File: src/rtl/sprite_pkg.sv
// Shared types, constants and helpers for sprite_bouncer.
package sprite_pkg;

  localparam int unsigned MAX_SPR    = 8;
  localparam int unsigned SPR_IDX_W  = 3;
  localparam int unsigned POS_W      = 10;
  localparam int unsigned CAND_W     = POS_W + 2;
  localparam int unsigned RST_OFF_X  = 40;
  localparam int unsigned RST_OFF_Y  = 30;

  typedef enum logic [1:0] {
    ST_IDLE,
    ST_UPD,
    ST_DONE
  } upd_state_e;

  typedef struct packed {
    logic [3:0] r;
    logic [3:0] g;
    logic [3:0] b;
  } rgb_t;

  typedef struct packed {
    logic [POS_W-1:0] p;
    logic             dir;
  } axis_t;

  // Base colour of each sprite index.
  function automatic rgb_t base_colour(input int unsigned idx);
    case (idx)
      0:       return rgb_t'(12'hf00);
      1:       return rgb_t'(12'h0f0);
      2:       return rgb_t'(12'h00f);
      3:       return rgb_t'(12'h0ff);
      4:       return rgb_t'(12'hf0f);
      5:       return rgb_t'(12'hff0);
      6:       return rgb_t'(12'hfff);
      7:       return rgb_t'(12'h888);
      default: return rgb_t'(12'h000);
    endcase
  endfunction

  // Reset coordinate: lo + off*k, clamped so the sprite stays inside [lo, hi].
  function automatic logic [POS_W-1:0] rst_pos(input int unsigned k, input int unsigned off,
                                               input int unsigned lo, input int unsigned hi,
                                               input int unsigned size);
    int unsigned v;
    v = lo + off * k;
    if (v > hi - size + 1) v = hi - size + 1;
    return POS_W'(v);
  endfunction

  // One-axis move with reflection at the inclusive limits.
  function automatic axis_t bounce(input logic [POS_W-1:0] p, input logic dir,
                                   input int unsigned step, input int unsigned lo,
                                   input int unsigned hi, input int unsigned size);
    logic [CAND_W-1:0] cand;
    axis_t             res;
    cand = CAND_W'(p) + CAND_W'(step);
    if (dir) begin
      if (cand + CAND_W'(size) - CAND_W'(1) > CAND_W'(hi)) begin
        res.p   = POS_W'(hi - size + 1);
        res.dir = 1'b0;
      end else begin
        res.p   = cand[POS_W-1:0];
        res.dir = 1'b1;
      end
    end else begin
      // p - step < lo, rearranged so nothing underflows
      if (CAND_W'(p) < CAND_W'(lo) + CAND_W'(step)) begin
        res.p   = POS_W'(lo);
        res.dir = 1'b1;
      end else begin
        res.p   = POS_W'(CAND_W'(p) - CAND_W'(step));
        res.dir = 1'b0;
      end
    end
    return res;
  endfunction

endpackage

File: src/rtl/sprite_bouncer_if.sv
// Raster input / pixel output bundle of sprite_bouncer.
interface sprite_bouncer_if;
  logic [9:0] x;
  logic [8:0] y;
  logic       run;
  logic [3:0] r;
  logic [3:0] g;
  logic [3:0] b;
  logic       frame_done;

  modport master (output x, y, run, input r, g, b, frame_done);
  modport slave  (input x, y, run, output r, g, b, frame_done);
endinterface

File: src/rtl/sprite_bouncer_sine_lut.sv
// sine_lut: 8-bit phase to 4-bit unsigned level (0 -> 8, 64 -> 15, 192 -> 0).
module sine_lut (
  input  logic [7:0] phase,
  output logic [3:0] level
);

  logic [5:0] idx;
  logic [2:0] mag;

  // Quarter-wave magnitude mirrored per quadrant; lower half sits one step below mid-scale.
  always_comb begin
    idx = phase[6] ? ~phase[5:0] : phase[5:0];
    case (idx[5:2])
      4'd0:                      mag = 3'd0;
      4'd1, 4'd2:                mag = 3'd1;
      4'd3:                      mag = 3'd2;
      4'd4:                      mag = 3'd3;
      4'd5, 4'd6:                mag = 3'd4;
      4'd7, 4'd8:                mag = 3'd5;
      4'd9, 4'd10, 4'd11:        mag = 3'd6;
      default:                   mag = 3'd7;
    endcase
    level = phase[7] ? {1'b0, 3'd7 - mag} : {1'b1, mag};
  end

endmodule

File: src/rtl/sprite_bouncer.sv
// sprite_bouncer: N_SPR bouncing rectangles composited onto the raster, one
// sprite moved per cycle after each frame start. Optional macro
// SPRITE_PULSE_EN adds a per-update phase counter and sine brightness pulsing.
module sprite_bouncer
  import sprite_pkg::*;
#(
  parameter int unsigned N_SPR = 4,
  parameter int unsigned SPR_W = 100,
  parameter int unsigned SPR_H = 100,
  parameter int unsigned X_MIN = 50,
  parameter int unsigned X_MAX = 600,
  parameter int unsigned Y_MIN = 50,
  parameter int unsigned Y_MAX = 400,
  parameter int unsigned STEP  = 1
) (
  input logic            clk,
  input logic            rst_n,
  sprite_bouncer_if.slave bus
);

  localparam logic [SPR_IDX_W-1:0] K_LAST = SPR_IDX_W'(N_SPR - 1);

  upd_state_e           state_q, state_d;
  logic [SPR_IDX_W-1:0] k_q, k_d;
  logic                 frame_done_q, frame_done_d;
  logic                 prev_zero_q;
  logic                 at_origin_c, frame_start_c;
  logic [POS_W-1:0]     px_q [N_SPR];
  logic [POS_W-1:0]     px_d [N_SPR];
  logic [POS_W-1:0]     py_q [N_SPR];
  logic [POS_W-1:0]     py_d [N_SPR];
  logic                 dx_q [N_SPR];
  logic                 dx_d [N_SPR];
  logic                 dy_q [N_SPR];
  logic                 dy_d [N_SPR];
  rgb_t                 pix_q, pix_d;
  rgb_t                 colour_c [N_SPR];
  logic [N_SPR-1:0]     cover_c;

  assign at_origin_c   = (bus.x == '0) && (bus.y == '0);
  assign frame_start_c = at_origin_c && !prev_zero_q;

  // Update sequencer: walk k = 0..N_SPR-1, then a single DONE cycle.
  always_comb begin
    state_d = state_q;
    k_d     = k_q;
    case (state_q)
      ST_IDLE: begin
        if (frame_start_c && bus.run) begin
          state_d = ST_UPD;
          k_d     = '0;
        end
      end
      ST_UPD: begin
        if (k_q == K_LAST) state_d = ST_DONE;
        else               k_d     = k_q + SPR_IDX_W'(1);
      end
      ST_DONE: state_d = ST_IDLE;
      default: state_d = ST_IDLE;
    endcase
    frame_done_d = (state_d == ST_DONE);
  end

  // Move only the sprite currently selected by k.
  always_comb begin
    axis_t ax, ay;
    ax = '0;
    ay = '0;
    for (int k = 0; k < int'(N_SPR); k++) begin
      px_d[k] = px_q[k];
      py_d[k] = py_q[k];
      dx_d[k] = dx_q[k];
      dy_d[k] = dy_q[k];
      if (state_q == ST_UPD && k_q == SPR_IDX_W'(k)) begin
        ax      = bounce(px_q[k], dx_q[k], STEP, X_MIN, X_MAX, SPR_W);
        ay      = bounce(py_q[k], dy_q[k], STEP, Y_MIN, Y_MAX, SPR_H);
        px_d[k] = ax.p;
        dx_d[k] = ax.dir;
        py_d[k] = ay.p;
        dy_d[k] = ay.dir;
      end
    end
  end

`ifdef SPRITE_PULSE_EN
  logic [7:0] phase_q, phase_d;

  // Phase advances once per completed update.
  always_comb phase_d = (state_q == ST_DONE) ? phase_q + 8'd1 : phase_q;

  // Phase register.
  always_ff @(posedge clk or negedge rst_n) begin
    if (!rst_n) phase_q <= '0;
    else        phase_q <= phase_d;
  end
`endif

  // Per-sprite colour, optionally masked by its phase-shifted sine level.
  for (genvar k = 0; k < int'(N_SPR); k++) begin : g_colour
`ifdef SPRITE_PULSE_EN
    logic [3:0] level;
    sine_lut u_sine (
      .phase (phase_q + 8'(32 * k)),
      .level (level)
    );
    assign colour_c[k] = base_colour(k) & rgb_t'({level, level, level});
`else
    assign colour_c[k] = base_colour(k);
`endif
  end

  // Coverage test and lowest-index-wins compositing.
  always_comb begin
    pix_d = '0;
    for (int k = 0; k < int'(N_SPR); k++) begin
      cover_c[k] = (11'(bus.x) >= 11'(px_q[k])) &&
                   (11'(bus.x) <= 11'(px_q[k]) + 11'(SPR_W - 1)) &&
                   (11'(bus.y) >= 11'(py_q[k])) &&
                   (11'(bus.y) <= 11'(py_q[k]) + 11'(SPR_H - 1));
    end
    for (int k = int'(N_SPR) - 1; k >= 0; k--) begin
      if (cover_c[k]) pix_d = colour_c[k];
    end
  end

  // Control, pixel and sprite state registers.
  always_ff @(posedge clk or negedge rst_n) begin
    if (!rst_n) begin
      state_q      <= ST_IDLE;
      k_q          <= '0;
      frame_done_q <= 1'b0;
      prev_zero_q  <= 1'b1;
      pix_q        <= '0;
      for (int k = 0; k < int'(N_SPR); k++) begin
        px_q[k] <= rst_pos(k, RST_OFF_X, X_MIN, X_MAX, SPR_W);
        py_q[k] <= rst_pos(k, RST_OFF_Y, Y_MIN, Y_MAX, SPR_H);
        dx_q[k] <= ((k % 2) == 0);
        dy_q[k] <= (((k / 2) % 2) == 0);
      end
    end else begin
      state_q      <= state_d;
      k_q          <= k_d;
      frame_done_q <= frame_done_d;
      prev_zero_q  <= at_origin_c;
      pix_q        <= pix_d;
      for (int k = 0; k < int'(N_SPR); k++) begin
        px_q[k] <= px_d[k];
        py_q[k] <= py_d[k];
        dx_q[k] <= dx_d[k];
        dy_q[k] <= dy_d[k];
      end
    end
  end

  assign bus.r          = pix_q.r;
  assign bus.g          = pix_q.g;
  assign bus.b          = pix_q.b;
  assign bus.frame_done = frame_done_q;

endmodule

File: src/flat_wrapper.sv
// flat-port wrapper written by rule: the top's interface ports become plain ports
module sprite_bouncer_flat import sprite_pkg::*;
#(
  parameter int unsigned N_SPR = 4,
  parameter int unsigned SPR_W = 100,
  parameter int unsigned SPR_H = 100,
  parameter int unsigned X_MIN = 50,
  parameter int unsigned X_MAX = 600,
  parameter int unsigned Y_MIN = 50,
  parameter int unsigned Y_MAX = 400,
  parameter int unsigned STEP  = 1
)
  (clk, rst_n, bus_x, bus_y, bus_run, bus_r, bus_g, bus_b, bus_frame_done);
  sprite_bouncer_if bus_i ();
  input logic clk;
  input logic rst_n;
  input wire logic [$bits(bus_i.x)-1:0] bus_x;
  input wire logic [$bits(bus_i.y)-1:0] bus_y;
  input wire logic [$bits(bus_i.run)-1:0] bus_run;
  output wire logic [$bits(bus_i.r)-1:0] bus_r;
  output wire logic [$bits(bus_i.g)-1:0] bus_g;
  output wire logic [$bits(bus_i.b)-1:0] bus_b;
  output wire logic [$bits(bus_i.frame_done)-1:0] bus_frame_done;
  assign bus_i.x = bus_x;
  assign bus_i.y = bus_y;
  assign bus_i.run = bus_run;
  assign bus_r = bus_i.r;
  assign bus_g = bus_i.g;
  assign bus_b = bus_i.b;
  assign bus_frame_done = bus_i.frame_done;
  sprite_bouncer #(.N_SPR(N_SPR), .SPR_W(SPR_W), .SPR_H(SPR_H), .X_MIN(X_MIN), .X_MAX(X_MAX), .Y_MIN(Y_MIN), .Y_MAX(Y_MAX), .STEP(STEP)) u_core (.clk(clk), .rst_n(rst_n), .bus(bus_i));
endmodule
File: config.mk
export PLATFORM = sky130hd
export DESIGN_NAME = sprite_bouncer_flat
export DESIGN_NICKNAME = d
export VERILOG_FILES = /design/src/rtl/sprite_pkg.sv /design/src/rtl/sprite_bouncer_if.sv /design/src/rtl/sprite_bouncer_sine_lut.sv /design/src/rtl/sprite_bouncer.sv /design/src/flat_wrapper.sv
export SDC_FILE = /design/constraint.sdc
export NUM_CORES = 1
export LEC_CHECK = 0
export ABC_AREA = 1
export BUFFER_PORTS_ARGS = -buffer_cell sky130_fd_sc_hd__buf_2
export CAP_MARGIN = 10
export CORE_UTILIZATION = 50
export DETAILED_ROUTE_END_ITERATION = 16
export PLACE_DENSITY = 0.66
export SLEW_MARGIN = 20
export SYNTH_ARGS = -nofsm -noshare
export SYNTH_HDL_FRONTEND = slang
export SYNTH_HIERARCHICAL = 1
export SYNTH_SLANG_ARGS = --single-unit
File: constraint.sdc
create_clock -name clk -period 3.1 [get_ports clk]
set_clock_uncertainty 0.05 [all_clocks]
set_input_delay 0.465 -clock clk [delete_from_list [all_inputs] [get_ports clk]]
set_output_delay 0.465 -clock clk [all_outputs]
set_load 0.01 [all_outputs]
==> impl_results.md, run 1 <==
- Starting Density: 0.514
- Seq cells post-synth: 98
- Power Internal: 2.02 mW
- NumNets Final: 2436
- RSZ-0062 raised after global routing: no
- DR WL met3: 2040 um
- FFs w/ async S/R, synth: 1.00
- Area growth from synthesis to layout: 5.54%
- Die Span Y: 169 um
- Worst VDD drop: 0.000189 V
- Non-filler cells, final: 2607
- Syn nets: 2441
- Distinct cells, synth: 45
- R2r startpoint: u_core/px_q[31]
- Slowest-stage cell, CP: dfstp_2
- Critical path, cell by cell: inv_1 -> ha_2 -> inv_1 -> nand2_1 -> o21ai_2 -> o21ai_0 -> xor2_1 -> ha_1 -> nand2_1 -> o32a_1 -> nand2_1 -> nand2_1 -> nor2_1 -> nand2_1 -> inv_1 -> a21oi_1
- Seq/Total Area, Yosys: 0.178
- Multi-input logic area: between 10000 and 15000 um2
- Root Buffer: clkbuf_16
- Die ar.: 28600 um2
- Worst-path clk slew: 80 ps
- Ant diodes: 0
- Met2 WL: 18800 um
- CTS Buffer Depth: 2
- Fill cells: 2803
- Leakage: ~7.7 nW
- Max Slew Vio Count: 0
- Routed WL per cell: 15.5 um
- H-tree level count: 3
- Kind of critical path: reg -> reg
- Detail Route Antenna Nets: 0
- Fmax: around 340 MHz
- Post-Syn Area: 14000 um2
- CTS tree: built
- Initial antenna violation count: 0
- Largest net degree at the start of global routing: 54
- Clock Power Share: 0.418
- Core area: 27200 um2
- Crit-path max FO: 7
- GRT Util Overall: 0.287
- FF/Latch Area: around 2500 um2
- Boundary Pins: 35
- Hold Path Class: in -> async
- EDFF count, synth: 0
- Actual slew at the worst max-slew pin: about 670 ps
- Post-Syn Instances: approximately 2200
- Hold Vio Cnt, Final: 0
- Commonest cells after routing, fill and taps aside: 644 x nand2_1, 257 x inv_1, 239 x nor2_1
- Fraction of layout cells with a size suffix above 1: 0.0640
- Final wirelength: around 40000 um
- Combinational Power Share: 0.126
- Max_cap viols: 0
- Worst path max stage delay: 600 ps
- Via count: ~15000
- Highest Signal Layer: met4
- First-pass GRT wire length: 66700 um
- Net Sw Frac: 0.283
- Placed Cells: between 2000 and 3000
- Post-DP HPWL: 31100 um
- Clock Latency Late Sink: 370 ps
- Pre-antenna DRT Iters: 5
- WL met1: 18800 um
- Vias in the first global route: ~14000
- Die width: 169 um
- Most common cell after layout, fill and taps aside: nand2_1
- Sequential share of power: 0.457
- Setup crit start kind: register
- Final GP Congestion: 0.909
- Rows: 60
- Warnings from Yosys: 6
- Period minus WS final: 2910 ps
- Final period utilization: 0.940
- Final Util: 0.543
- Buffers on Ports: 34
- Critical path origin: u_core/px_q[31]
- Iter 0 DRT Violations: 1325
- Pwr per Cell Area: 191 nW/um2
- Syn avg cell area: 6.25 um2
- Final Setup Violations: 0
- CP dominant cell by count: nand2_1
- Vias/cell: between 5 and 6
- Design Power: roughly 2.8 mW
- Drt drc: 0
- Crit. End Element: register
- WP buf/inv: 3
- Top delay family on crit path: compound AO/OA/AOI/OAI gates
- Status: finished clean
- CTS sink count: 98
- Headroom to the max-slew limit: 0.551
- # hold bufs at CTS: 0
- Worst Path Required: 3300 ps
- Gr ovfl total: 0
- Arr. time, crit path: 3120 ps
- Number of buffers created by CTS: 9
- Prevailing post-synth register cell: dfrtp_1
- Switching power: between 700 and 800 uW
path summary, 6_finish.rpt:
check / slack [ps] / end / depth (start not counted)
hold reg to reg: 460 / u_core/px_q[11] / 2
max in group asynchronous: 2130 / u_core/py_q[11] / 2
min in group clk: 340 / u_core/prev_zero_q / 4
setup / recovery: 190 / u_core/bus.g[2] / 16
hold / removal: 50 / u_core/px_q[14] / 1
setup reg to reg: 190 / u_core/bus.g[2] / 16
cell type report:
| cell class | instances | area share |
|---|---|---|
| Sequential cell | 98 | 0.169 |
| Tap cell | 372 | 0.0316 |
| Multi-Input combinational cell | 1794 | 0.686 |
| Timing Repair Buffer | 58 | 0.0248 |
| Clock inverter | 3 | 0.00153 |
| Inverter | 269 | 0.0685 |
| Clock buffer | 13 | 0.0183 |
metal layers:
metal	global-route usage	vias up
li1	-	7368
met1	0.390	6723
met2	0.481	443
met3	0.0229	52
met4	0.0928	0
met5	0	-
power groups by stage:
stage	Sequential (mW)	Combinational, mW	Clock (mW)
final	1.29	0.354	1.18
after global routing	1.29	0.405	1.25
after CTS	1.29	0.351	1.22
after detailed placement	1.31	0.350	0
after global placement	1.31	0.339	0
after floorplan	1.31	0.198	0
cell families after synthesis:
logic type                 share of synthesized area
xor gates and xnor gates                      0.0662
DFF                                            0.178
buffers and inverters                         0.0996
AOI/OAI and AO/OA                              0.129
and+or+nand+nor                                0.362
adders and majority gates                      0.165
cell usage after synthesis (all sizes together) (3+ instances only):
cell	n	area share
o22ai	5	0.0022
o21a	3	0.0016
buf	44	0.019
a31oi	16	0.0072
nor4	10	0.0045
clkinv	5	0.0013
o21ai	108	0.039
inv	264	0.071
a21o	3	0.0016
a211oi	7	0.0038
xnor2	3	0.0019
o31ai	4	0.0021
a21boi	13	0.0070
nand2	651	0.18
dfstp	31	0.058
ha	184	0.16
o2111ai	8	0.0050
o21bai	5	0.0027
dfrtp	67	0.12
a21oi	135	0.048
clkbuf	30	0.0084
nand4	114	0.051
nand3	131	0.048
o211ai	13	0.0070
nor2	250	0.071
xor2	101	0.064
nor3	22	0.0079
per-stage QoR:
| step | setup slack [ps] | setup TNS (ps) | area [um2] | hold slack, ps |
|---|---|---|---|---|
| after global placement | 97.0 | 0 | 14400 | 436 |
| final | 187 | 0 | 14800 | 53.1 |
| after CTS | 50.4 | 0 | 14700 | 90.0 |
| after floorplan | 419 | 0 | 14000 | 119 |
| after global routing | 0.833 | 0 | 14800 | 108 |
| after detailed placement | -89.2 | -174 | 14400 | 447 |
state kept, by name, summed over array words and instances, names as in the netlist:
name,count
u_core/prev_zero_q,1
u_core/state_q,2
u_core/bus.g,1
u_core/k_q,3
u_core/dy_q,4
u_core/bus.b,1
u_core/bus.r,1
u_core/dx_q,4
u_core/py_q,40
u_core/bus.frame_done,1
u_core/px_q,40
what timing repair did:
item / in CTS / in global routing
pin swaps: 0 / 1
setup buffers: 0 / 0
setup endpoints to repair: 2 / 3
hold endpoints to repair: 0 / 0
resized for setup: 2 / 12
Power figures use the tool's default switching activity.
==> run 2, diff against run 1 <==
--- a/config.mk
+++ b/config.mk
@@ -6,7 +6,7 @@
 export NUM_CORES = 1
 export LEC_CHECK = 0
 export ABC_AREA = 1
-export BUFFER_PORTS_ARGS = -buffer_cell sky130_fd_sc_hd__buf_2
+export BUFFER_PORTS_ARGS = -buffer_cell sky130_fd_sc_hd__clkbuf_2
 export CAP_MARGIN = 10
 export CORE_UTILIZATION = 50
 export DETAILED_ROUTE_END_ITERATION = 16
==> impl_results.md, run 2 (same netlist as run 1, synthesis figures left out) <==
- Status: finished clean (unchanged)
- Setup TNS: 0 ps (unchanged)
- Detail Route Antenna Nets: 0 (unchanged)
- Drt drc: 0 (unchanged)
- Buffers on Ports: 34 (unchanged)
- Crit. End Element: register (unchanged)
- Max Slew Vio Count: 0 (unchanged)
- Worst-path clk slew: 80 ps (about the same)
- Max_cap viols: 0 (unchanged)
- Hold Vio Cnt, Final: 0 (unchanged)
- Die Span Y: 169 um (unchanged)
- # hold bufs at CTS: 0 (unchanged)
- Final Setup Violations: 0 (unchanged)
- First-pass GRT wire length: 67800 um (was 66700 um)
- H-tree level count: 3 (unchanged)
- Largest net degree at the start of global routing: 57 (was 54)
- Area growth from synthesis to layout: 5.68% (was 5.54%)
- Final wirelength: 40600 um (was 40400 um)
- Critical path, cell by cell: inv_1 -> ha_1 -> inv_1 -> nand2_1 -> o21ai_1 -> o21ai_1 -> xor2_1 -> ha_1 -> nand2_1 -> o32a_1 -> a21boi_1 -> nand3_1 -> a21oi_1 (was inv_1 -> ha_2 -> inv_1 -> nand2_1 -> o21ai_2 -> o21ai_0 -> xor2_1 -> ha_1 -> nand2_1 -> o32a_1 -> nand2_1 -> nand2_1 -> nor2_1 -> nand2_1 -> inv_1 -> a21oi_1)
- Vias/cell: 5.55 (was 5.59)
- Most common cell after layout, fill and taps aside: nand2_1 (unchanged)
- Crit-path max FO: 5 (was 7)
- Setup crit start kind: register (unchanged)
- RR Endpoint: u_core/bus.g[2] (unchanged)
- Grt met3 use: 0.0322 (was 0.0229)
- GRT Util Overall: 0.290 (was 0.287)
- Fraction of layout cells with a size suffix above 1: 0.0648 (was 0.0640)
- R2r startpoint: u_core/px_q[21] (was u_core/px_q[31])
- Kind of critical path: reg -> reg (unchanged)
- Pwr per Cell Area: 192 nW/um2 (was 191 nW/um2)
- Number of buffers created by CTS: 9 (unchanged)
- Via count: 14500 (was 14600)
- GR peak layer: met2 (unchanged)
- Headroom to the max-slew limit: 0.566 (was 0.551)
- CTS sink count: 98 (unchanged)
- Grt met2 use: 0.506 (was 0.481)
- Root Buffer: clkbuf_16 (unchanged)
- Clock Latency Late Sink: 370 ps (about the same)
- Iter 0 DRT Violations: 1117 (was 1325)
- Worst Path Required: 3350 ps (was 3300 ps)
- Gr ovfl total: 0 (unchanged)
- Final period utilization: 0.932 (was 0.940)
- Vias in the first global route: 13800 (was 13500)
- Initial antenna violation count: 0 (unchanged)
- CTS tree: built (unchanged)
- Worst VDD drop: 0.000252 V (was 0.000189 V)
- Period minus WS final: 2890 ps (was 2910 ps)
- Pre-antenna DRT Iters: 7 (was 5)
- Worst path max stage delay: 530 ps (was 600 ps)
- Placed Cells: 2593 (was 2591)
- Post-DP HPWL: 31400 um (was 31100 um)
- Die ar.: 28600 um2 (unchanged)
- Hold Path Class: in -> async (unchanged)
- Starting Density: 0.514 (unchanged)
- Final GP Congestion: 0.933 (was 0.909)
- Cells on worst reg2reg path: 13 (was 16)
- Ant diodes: 0 (unchanged)
- Flop-to-flop setup slack: 210 ps (was 190 ps)
- Arr. time, crit path: 3140 ps (was 3120 ps)
- CTS Buffer Depth: 2 (unchanged)
- Biggest regs: u_core/px_q (40), u_core/py_q (40) (unchanged)
- Non-filler cells, final: 2611 (was 2607)
- NumNets Final: 2440 (was 2436)
- Critical path origin: u_core/px_q[21] (was u_core/px_q[31])
- Met1 usage: 0.376 (was 0.390)
- Multi-input logic area: 10100 um2 (about the same)
- RSZ-0062 raised after global routing: no (unchanged)
- Die width: 169 um (unchanged)
- Core area: 27200 um2 (unchanged)
- Fmax: 346 MHz (was 343 MHz)
- Actual slew at the worst max-slew pin: 652 ps (was 674 ps)
- Slowest-stage cell, CP: dfstp_2 (unchanged)
- Leakage: 7.69 nW (was 7.67 nW)
- FF/Latch Area: 2490 um2 (about the same)
- Boundary Pins: 35 (unchanged)
- Rows: 60 (unchanged)
- Routed WL per cell: 15.5 um (about the same)
- Commonest cells after routing, fill and taps aside: 644 x nand2_1, 257 x inv_1, 239 x nor2_1 (unchanged)
- Fill cells: 2811 (was 2803)
## run 2: stage by stage
step / cell area [um2] / setup WS (ps) / power, mW / utilization / hold slack, ps
finish: 14800 / 209 / 2.84 / 0.544 / 39.1
detailed placement: 14400 / 64.7 / 1.66 / 0.531 / 444
global route: 14800 / 1.54 / 2.98 / 0.544 / 91.9
CTS: 14700 / 29.6 / 2.88 / 0.542 / 57.1
global placement: 14400 / 167 / 1.64 / 0.531 / 436
floorplan: 14000 / 419 / 1.51 / - / 119
## run 2: area by class of cell
class,count,share of cell area
multi-input combinational,1794,0.685
sequential,98,0.169
inverter,269,0.0684
tap,372,0.0315
timing repair buffer,62,0.0268
clock buffer,10,0.0162
clock inverter,6,0.00390
## run 2: repair_timing
item,CTS,global route
setup endpoints to repair,0,3
resized for setup,0,13
setup buffers,0,2
## run 2: report_power, final
part	switching (mW)	internal [mW]	total (mW)
registers	0.00358	1.28	1.29
clock network	0.620	0.586	1.21
logic	0.230	0.120	0.350
total	0.854	1.99	2.84
## run 2: how the worst max path moves through the flow
stage	to	cells after the start
after global placement	u_core/bus.b[2]	16
after global routing	u_core/bus.g[2]	17
after CTS	u_core/bus.g[2]	16
final	u_core/bus.g[2]	13
after floorplan	u_core/bus.b[2]	14
after detailed placement	u_core/bus.g[2]	16
## run 2: layer usage
metal	up-vias	part of all wire	routed length, um
met5	-	0	0
met4	0	0.016	631
met3	61	0.050	2020
met2	404	0.48	19700
met1	6656	0.45	18300
li1	7381	-	-
## run 2: worst max-delay path: cells and delay by family, from the launching register on
family                     cells  cell delay, ps
xor gates and xnor gates       1             170
adders and majority gates      2             550
DFF                            1             530
buffers and inverters          2             140
AOI/OAI and AO/OA              5            1080
and+or+nand+nor                3             280
==> run 3, diff against run 2 <==
==> constraint.sdc (replaced) <==
create_clock -name clk -period 3.4 [get_ports clk]
set_clock_uncertainty 0.05 [all_clocks]
set_input_delay 0.51 -clock clk [delete_from_list [all_inputs] [get_ports clk]]
set_output_delay 0.51 -clock clk [all_outputs]
set_load 0.01 [all_outputs]
==> impl_results.md, run 3 (same netlist as run 1, synthesis figures left out) <==
- NumNets Final: 2423 (was 2440)
- Fin area: 14600 um2 (was 14800 um2)
- WL met1: 18700 um (was 18300 um)
- Status: finished clean (unchanged)
- Final worst slack: 314 ps (was 209 ps)
- Die ar.: 28600 um2 (unchanged)
- Clock Latency Late Sink: 360 ps (was 370 ps)
- Worst VDD drop: 0.000168 V (was 0.000252 V)
- Ant diodes: 0 (unchanged)
- Kind of critical path: reg -> reg (unchanged)
- Design Power: 2.61 mW (was 2.84 mW)
- DP Worst Slack: 360 ps (was 64.7 ps)
- Final period utilization: 0.908 (was 0.932)
- Vias/cell: 5.58 (was 5.55)
- Critical path, cell by cell: inv_1 -> ha_1 -> inv_1 -> nand2_1 -> o21ai_0 -> o21ai_0 -> xor2_1 -> ha_1 -> nand2_1 -> o32a_1 -> a21boi_0 -> nand3_1 -> a21oi_1 (was inv_1 -> ha_1 -> inv_1 -> nand2_1 -> o21ai_1 -> o21ai_1 -> xor2_1 -> ha_1 -> nand2_1 -> o32a_1 -> a21boi_1 -> nand3_1 -> a21oi_1)
- Root Buffer: clkbuf_16 (unchanged)
- Sequential share of power: 0.449 (was 0.452)
- WP buf/inv: 2 (unchanged)
- Placed Cells: 2578 (was 2593)
- Fmax: 324 MHz (was 346 MHz)
- Highest Signal Layer: met4 (unchanged)
- Final wirelength: 39500 um (was 40600 um)
- Actual slew at the worst max-slew pin: 710 ps (was 652 ps)
- # hold bufs at CTS: 0 (unchanged)
- Power Internal: 1.89 mW (was 1.99 mW)
- Met2 WL: 18000 um (was 19700 um)
- Routed WL per cell: 15.2 um (was 15.5 um)
- Hold Path Class: in -> async (unchanged)
- Combinational Power Share: 0.123 (about the same)
- Headroom to the max-slew limit: 0.526 (was 0.566)
- Net Sw Frac: 0.276 (was 0.301)
- Die width: 169 um (unchanged)
- Post-DP HPWL: 30600 um (was 31400 um)
- Detail Route Antenna Nets: 0 (unchanged)
- Post-CTS Setup Bufs: 0 (unchanged)
- Top delay family on crit path: compound AO/OA/AOI/OAI gates (unchanged)
- Setup crit start kind: register (unchanged)
- Max Slew Vio Count: 0 (unchanged)
- DR WL met3: 1970 um (was 2020 um)
- Final Util: 0.538 (was 0.544)
- Boundary Pins: 35 (unchanged)
- Number of buffers created by CTS: 9 (unchanged)
- First-pass GRT wire length: 65200 um (was 67800 um)
- Period minus WS final: 3090 ps (was 2890 ps)
- Worst path max stage delay: 470 ps (was 530 ps)
- Crit. End Element: register (unchanged)
- Vias in the first global route: 13300 (was 13800)
- Hold Vio Cnt, Final: 0 (unchanged)
- Iter 0 DRT Violations: 1312 (was 1117)
- CTS tree: built (unchanged)
- Drt drc: 0 (unchanged)
- Fin Hold WS: 101 ps (was 39.1 ps)
- Switching power: 720 uW (was 854 uW)
- Commonest cells after routing, fill and taps aside: 644 x nand2_1, 257 x inv_1, 240 x nor2_1 (was 644 x nand2_1, 257 x inv_1, 239 x nor2_1)
- Area growth from synthesis to layout: 4.71% (was 5.68%)
- Worst-path clk slew: 80 ps (about the same)
- Pre-antenna DRT Iters: 5 (was 7)
- Fraction of layout cells with a size suffix above 1: 0.0545 (was 0.0648)
- CTS Buffer Depth: 2 (unchanged)
- Pwr per Cell Area: 178 nW/um2 (was 192 nW/um2)
- Setup TNS: 0 ps (unchanged)
- Core area: 27200 um2 (unchanged)
- Crit-path max FO: 8 (was 5)
- Rows: 60 (unchanged)
- Leakage: 7.61 nW (was 7.69 nW)
- DP Area: 14300 um2 (was 14400 um2)
- Clock Power Share: 0.429 (was 0.425)
- Starting Density: 0.514 (unchanged)
- Post_cts resized: 0 (unchanged)
- Final GP Congestion: 0.941 (was 0.933)
- Worst Path Required: 3630 ps (was 3350 ps)
- Buffers on Ports: 34 (unchanged)
- Largest net degree at the start of global routing: 51 (was 57)
- Max_cap viols: 0 (unchanged)
- Final Setup Violations: 0 (unchanged)
- Die Span Y: 169 um (unchanged)
- Gr ovfl total: 0 (unchanged)
- Non-filler cells, final: 2594 (was 2611)
- Biggest regs: u_core/px_q (40), u_core/py_q (40) (unchanged)
- GRT Util Overall: 0.279 (was 0.290)
- Via count: 14500 (about the same)
- CTS sink count: 98 (unchanged)
- Arr. time, crit path: 3310 ps (was 3140 ps)
- RSZ-0062 raised after global routing: no (unchanged)
- Most common cell after layout, fill and taps aside: nand2_1 (unchanged)
- Slowest-stage cell, CP: dfrtp_1 (was dfstp_2)
- H-tree level count: 3 (unchanged)
- Initial antenna violation count: 0 (unchanged)
## run 3: path summary, 6_finish.rpt
path                            cells after the start  slack [ps]             from                 end
max in group asynchronous                           2        2420            rst_n     u_core/py_q[24]
worst min-delay path                                1         100            rst_n     u_core/px_q[14]
worst max-delay path                               13         310  u_core/px_q[20]     u_core/bus.g[2]
min in group clk                                    4         400         bus_y[0]  u_core/prev_zero_q
worst min register to register                      2         450   u_core/px_q[1]      u_core/px_q[1]
worst max register to register                     13         310  u_core/px_q[20]     u_core/bus.g[2]
## run 3: power by group through the flow
stage	logic (mW)	registers [mW]	clock network [mW]
finish	0.321	1.17	1.12
global route	0.368	1.17	1.19
CTS	0.321	1.17	1.16
detailed placement	0.319	1.19	0
global placement	0.311	1.19	0
floorplan	0.180	1.19	0
## run 3: layout make-up
| class | count | area, um2 |
|---|---|---|
| Inverter | 269 | 1010 |
| Clock inverter | 4 | 51.3 |
| Sequential cell | 98 | 2490 |
| Multi-Input combinational cell | 1794 | 10100 |
| Clock buffer | 12 | 256 |
| Timing Repair Buffer | 45 | 268 |
| Tap cell | 372 | 465 |
| Fill cell | 2810 | 12500 |
## run 3: routing by layer
metal | global-route usage | up-vias
li1 | - | 7347
met1 | 0.385 | 6627
met2 | 0.461 | 436
met3 | 0.0268 | 68
met4 | 0.0803 | 0
met5 | 0 | -
